$ cat src/rtl/row_token_scanner.sv
// Row token scanner: latches per-row hit flags and presents the lowest-indexed pending row
//   as a one-hot token plus binary address.
// Latency: a hit sampled at edge N gives valid after edge N+2. There is one bubble cycle
//   between back-to-back rows.
// Backpressure: the presented row is held stable while ready=0. Pending hits keep merging
//   into the pending flags.
//
// Ports:
//   clk, rst_n     rising-edge clock; synchronous active-low reset
//   hit_in         per-row hit set pulses (bit k = row k), ignored while freeze=1
//   freeze         masks hit_in; rows that are already pending still drain
//   token_out      one-hot token of the presented row (all-zero only after reset)
//   row_addr       binary index of the presented row
//   valid/ready    presentation handshake; a row is accepted when both are 1
//   busy           a row is pending or the scanner is not idle
//   served_cnt     saturating count of accepted rows
//   row_addr_par   XOR of row_addr, present only when ROW_TOKEN_PARITY_EN is defined
module row_token_scanner #(
    parameter int NROWS = 16,
    parameter int AW    = 4,
    parameter int CNTW  = 8
) (
    input  logic             clk,
    input  logic             rst_n,
    input  logic [NROWS-1:0] hit_in,
    input  logic             freeze,
    output logic [NROWS-1:0] token_out,
    output logic [AW-1:0]    row_addr,
    output logic             valid,
    input  logic             ready,
    output logic             busy,
    output logic [CNTW-1:0]  served_cnt
`ifdef ROW_TOKEN_PARITY_EN
    ,
    output logic             row_addr_par
`endif
);

    typedef enum logic [1:0] {
        IDLE    = 2'd0,
        LOAD    = 2'd1,
        PRESENT = 2'd2
    } state_t;

    state_t           state, state_next;
    logic [NROWS-1:0] pending, pending_next;
    logic [NROWS-1:0] clr;
    logic [NROWS-1:0] grant;
    logic [AW-1:0]    grant_addr;
    logic             accept;
    logic             load_en;

    // Priority encoder. The loop scans downward so that the lowest set index
    // is the one that remains at the end.
    always_comb begin
        grant      = '0;
        grant_addr = '0;
        for (int i = NROWS - 1; i >= 0; i--) begin
            if (pending[i]) begin
                grant      = '0;
                grant[i]   = 1'b1;
                grant_addr = AW'(i);
            end
        end
    end

    // valid is a registered state bit, so it only rises in PRESENT.
    assign valid  = (state == PRESENT);
    assign accept = valid & ready;
    assign clr    = accept ? token_out : '0;

    // A set and a clear on the same row in the same cycle leave the row pending.
    // The set term is ORed in after the clear is applied.
    assign pending_next = (pending & ~clr) | (freeze ? '0 : hit_in);

    assign busy = (|pending) | (state != IDLE);

    always_comb begin
        state_next = state;
        load_en    = 1'b0;
        case (state)
            IDLE: begin
                if (|pending) state_next = LOAD;
            end
            LOAD: begin
                load_en    = 1'b1;
                state_next = PRESENT;
            end
            PRESENT: begin
                if (accept) state_next = (|(pending & ~clr)) ? LOAD : IDLE;
            end
            default: state_next = IDLE;
        endcase
    end

    always_ff @(posedge clk) begin
        if (!rst_n) begin
            state <= IDLE;
        end else begin
            state <= state_next;
        end
    end

    always_ff @(posedge clk) begin
        if (!rst_n) begin
            pending    <= '0;
            token_out  <= '0;
            row_addr   <= '0;
            served_cnt <= '0;
        end else begin
            pending <= pending_next;
            if (load_en) begin
                token_out <= grant;
                row_addr  <= grant_addr;
            end
            if (accept && (served_cnt != {CNTW{1'b1}})) begin
                served_cnt <= served_cnt + 1'b1;
            end
        end
    end

`ifdef ROW_TOKEN_PARITY_EN
    always_ff @(posedge clk) begin
        if (!rst_n) begin
            row_addr_par <= 1'b0;
        end else if (load_en) begin
            row_addr_par <= ^grant_addr;
        end
    end
`endif

endmodule

$ cat config.mk
export PLATFORM = sky130hd
export DESIGN_NAME = row_token_scanner
export DESIGN_NICKNAME = d
export VERILOG_FILES = /design/src/rtl/row_token_scanner.sv
export SDC_FILE = /design/constraint.sdc
export NUM_CORES = 1
export LEC_CHECK = 0
export BUFFER_PORTS_ARGS = -buffer_cell sky130_fd_sc_hd__buf_2
export CORE_ASPECT_RATIO = 0.9
export CORE_MARGIN = 2
export CORE_UTILIZATION = 30
export DETAILED_ROUTE_END_ITERATION = 16
export PLACE_DENSITY_LB_ADDON = 0.12
export SLEW_MARGIN = 20
export SYNTH_ARGS = -nofsm -noshare
export SYNTH_HDL_FRONTEND = slang
export SYNTH_SLANG_ARGS = --single-unit
$ cat constraint.sdc
create_clock -name clk -period 3.2 [get_ports clk]
set_input_delay 0.32 -clock clk [delete_from_list [all_inputs] [get_ports clk]]
set_output_delay 0.32 -clock clk [all_outputs]
set_load 0.01 [all_outputs]
==> results by group <==
Power
  – VDD IR-drop max: 0.1650 mV
  – Post-route total power: between 1000 and 1500 uW
  – Leakage: about 0.0010 uW
  – PD cells: roughly 480 mW/mm2

Yosys
  – Ys Warns: 0
  – Largest cells by area after synthesis: dfxtp_1 (43%), a21oi_1 (7.4%), nand2_1 (5.7%), nand4b_1 (4.9%), nor2_1 (4.7%)
  – Most numerous cell in the Yosys netlist: dfxtp_1
  – Sequential element share of the synthesized area: 0.4254
  – Synth Register Bits: 46
  – Syn_area_per_cell: 8.489 um2
  – Synth top cells by count: dfxtp_1 (46), nand2_1 (33), a21oi_1 (32)
  – Top cell type by total area after synthesis: dfxtp_1
  – Synth cell types: approximately 50
  – Post-synth top area share: 0.4254
  – Post-synth EDFFs: 0
  – Cell Area, Synth: approximately 0.0022 mm2
  – Post-synth ARST share: 0
  – Primary FF master, synth: dfxtp_1
  – Net Count, Synth: between 200 and 300
  – Post-Synthesis Cells: 255

Floorplan
  – Full die area: 0.007912 mm2
  – Row cnt: 29
  – Die width: approximately 94 um
  – Io pins: 50
  – Initial Util: 0.3091
  – Core footprint: about 0.0070 mm2
  – Die Span Y: 84.59 um

GRT
  – Met1 track demand over resource: 0.2395
  – Initial antenna violation count: 0
  – Busiest grt layer: met1
  – Met3 usage: 0.02962
  – Congestion Overflow GR: 0
  – Grt met2 use: 0.2217
  – Vias in the first global route: 1891
  – GRT Total Usage: 0.1545
  – Largest net degree at the start of global routing: 44
  – First-pass GRT wire length: just under 10000 um

Clock tree
  – Cts hold-fix bufs: 0
  – H-tree depth: 2
  – CTS Buffer Depth: 2
  – Clock transition at path regs: 0.09 ns
  – CTS sink count: 46
  – CTS Buf Count: 5
  – Post-CTS Setup Inserts: 0
  – CTS resizes: 0
  – CTS root buffer: clkbuf_8
  – CTS tree: done
  – Clk Latency, worst-skew pair: approximately 0.30 ns

Worst hold path
  – HP Class: in2reg

Timing
  – Fmax: roughly 0.44 GHz
  – Final clock skew: ~0.0073 ns
  – Fin crit share: 0.7065
  – Actual slew at the worst max-slew pin: 0.5860 ns
  – Setup ws final: ~0.94 ns
  – Max-slew headroom: 0.6089
  – Pins over their slew limit: 0
  – Final setup TNS: 0 ns
  – RSZ-0062 raised after global routing: false
  – Setup-failing EPs final: 0
  – Final hold vios: 0
  – Min Tclk post-route: 2.261 ns

Drt
  – Wire per inst: between 15 and 20 um
  – DRC errors left: 0
  – Routed vias/inst: about 5.2
  – Drt initial violations: about 120
  – ANT nets after route: 0
  – TritonRoute pass-1 iters: 4
  – Routed WL: roughly 5900 um
  – Vias post-DR: between 2000 and 2500

Job
  – Max cap viols: 0

Setup path
  – Worst R2R Setup Slack: between 1 and 1.5 ns
  – Worst path required time: ~2.9 ns
  – CP max FO: 6
  – Critical setup path kind: reg2out
  – CP Capture Type: output port
  – Slowest CP cell: or4_1
  – Crit path launch type: register
  – Critical path's largest stage delay: about 0.52 ns
  – Critical-path cell list: nor4_4, nand2_1, or4_1, buf_2
  – WP data arrival: 1.94 ns

Placement
  – Pre-CTS WS: 1.092 ns
  – Hpwl dp: 4196 um
  – Placed cell areas: ~0.0025 mm2
  – PortBufs: slightly below 50
  – Gpl congestion: about 0.76

Outcome
  – Status: finished, final reports clean

Finish
  – Share of layout cells above drive strength 1: 0.2259
  – Final net count: ~320
  – Syn-to-layout area delta: 19.54%
  – # diodes: 0
  – Cell area after layout: ~0.0026 mm2
flip-flops by register name (all words and copies together), names as in the netlist:
name	count
row_addr	4
token_out	16
state	2
served_cnt	8
pending	16
worst max-delay path: cells and delay by family, from the launching register on:
| kind | cells | cell delay (ns) |
|---|---|---|
| AND/OR/NAND/NOR | 3 | 1.11 |
| buffers and inverters | 1 | 0.16 |
| flip-flops | 1 | 0.38 |
layout by cell type, fill, tap and decap left out, types with 2 or more instances in the layout:
cell	count
nor2_1	27
clkbuf_8	5
nor3_1	2
inv_1	4
or4_1	2
o31ai_1	2
o21ai_0	5
o211ai_1	2
a32oi_1	3
nand2_1	33
nand3_1	8
buf_2	49
nor2b_1	6
nor4_4	2
clkinvlp_4	2
xor2_1	4
buf_4	3
a22oi_1	7
and2_1	2
nand4_1	4
nand2b_1	3
a21boi_0	5
dfxtp_1	46
a21oi_1	32
and3_1	4
nand4b_1	12
nor4_1	3
where the power goes:
group          internal, uW  leakage (uW)  total [uW]  switching [uW]
Clock                   232     0.0000504         438             205
Combinational          72.4      0.000619         171            98.7
Sequential              597      0.000375         638            41.6
routing by layer:
layer | share of wire | vias to the layer above
li1 | - | 1021
met1 | 0.51 | 973
met2 | 0.44 | 44
met3 | 0.041 | 4
met4 | 0.0078 | 0
met5 | 0 | -
per-stage QoR:
step / hold slack [ns] / utilization / std cells
final: 0.2531 / 0.3695 / 394
after global routing: 0.2615 / 0.3695 / 394
after CTS: 0.2414 / 0.3695 / 394
after detailed placement: 0.4477 / 0.3532 / 386
after global placement: 0.4433 / 0.3532 / 386
after floorplan: 0.4584 / - / 255
path summary, 6_finish.rpt:
check | cells past startpoint | from | endpoint
worst min register to register | 2 | row_addr[2]$_SDFFE_PN0N_ | row_addr[2]$_SDFFE_PN0N_
worst max-delay path | 4 | pending[11]$_SDFF_PN0_ | busy
worst min-delay path | 3 | hit_in[14] | pending[14]$_SDFF_PN0_
worst max register to register | 4 | state[1]$_SDFFE_PN0P_ | state[0]$_SDFFE_PN0P_
layout make-up:
| class | count | area [um2] |
|---|---|---|
| timing repair buffer | 52 | 267.8 |
| clock buffer | 5 | 68.82 |
| clock inverter | 3 | 45.04 |
| sequential | 46 | 920.9 |
| multi-input combinational | 190 | 1150 |
| fill | 755 | 4415 |
| tap | 93 | 116.4 |
| inverter | 5 | 18.77 |
logic make-up after synthesis:
group | after synthesis | synth area share
AND/OR/NAND/NOR | 116 | 0.3006
buffers and inverters | 19 | 0.04335
AO/OA/AOI/OAI | 67 | 0.2000
adder cells (fa/ha/maj) | 1 | 0.005779
multiplexers | 1 | 0.004624
XOR/XNOR | 5 | 0.02023
flip-flops | 46 | 0.4254
No activity file was read; power rests on OpenSTA's default activity.
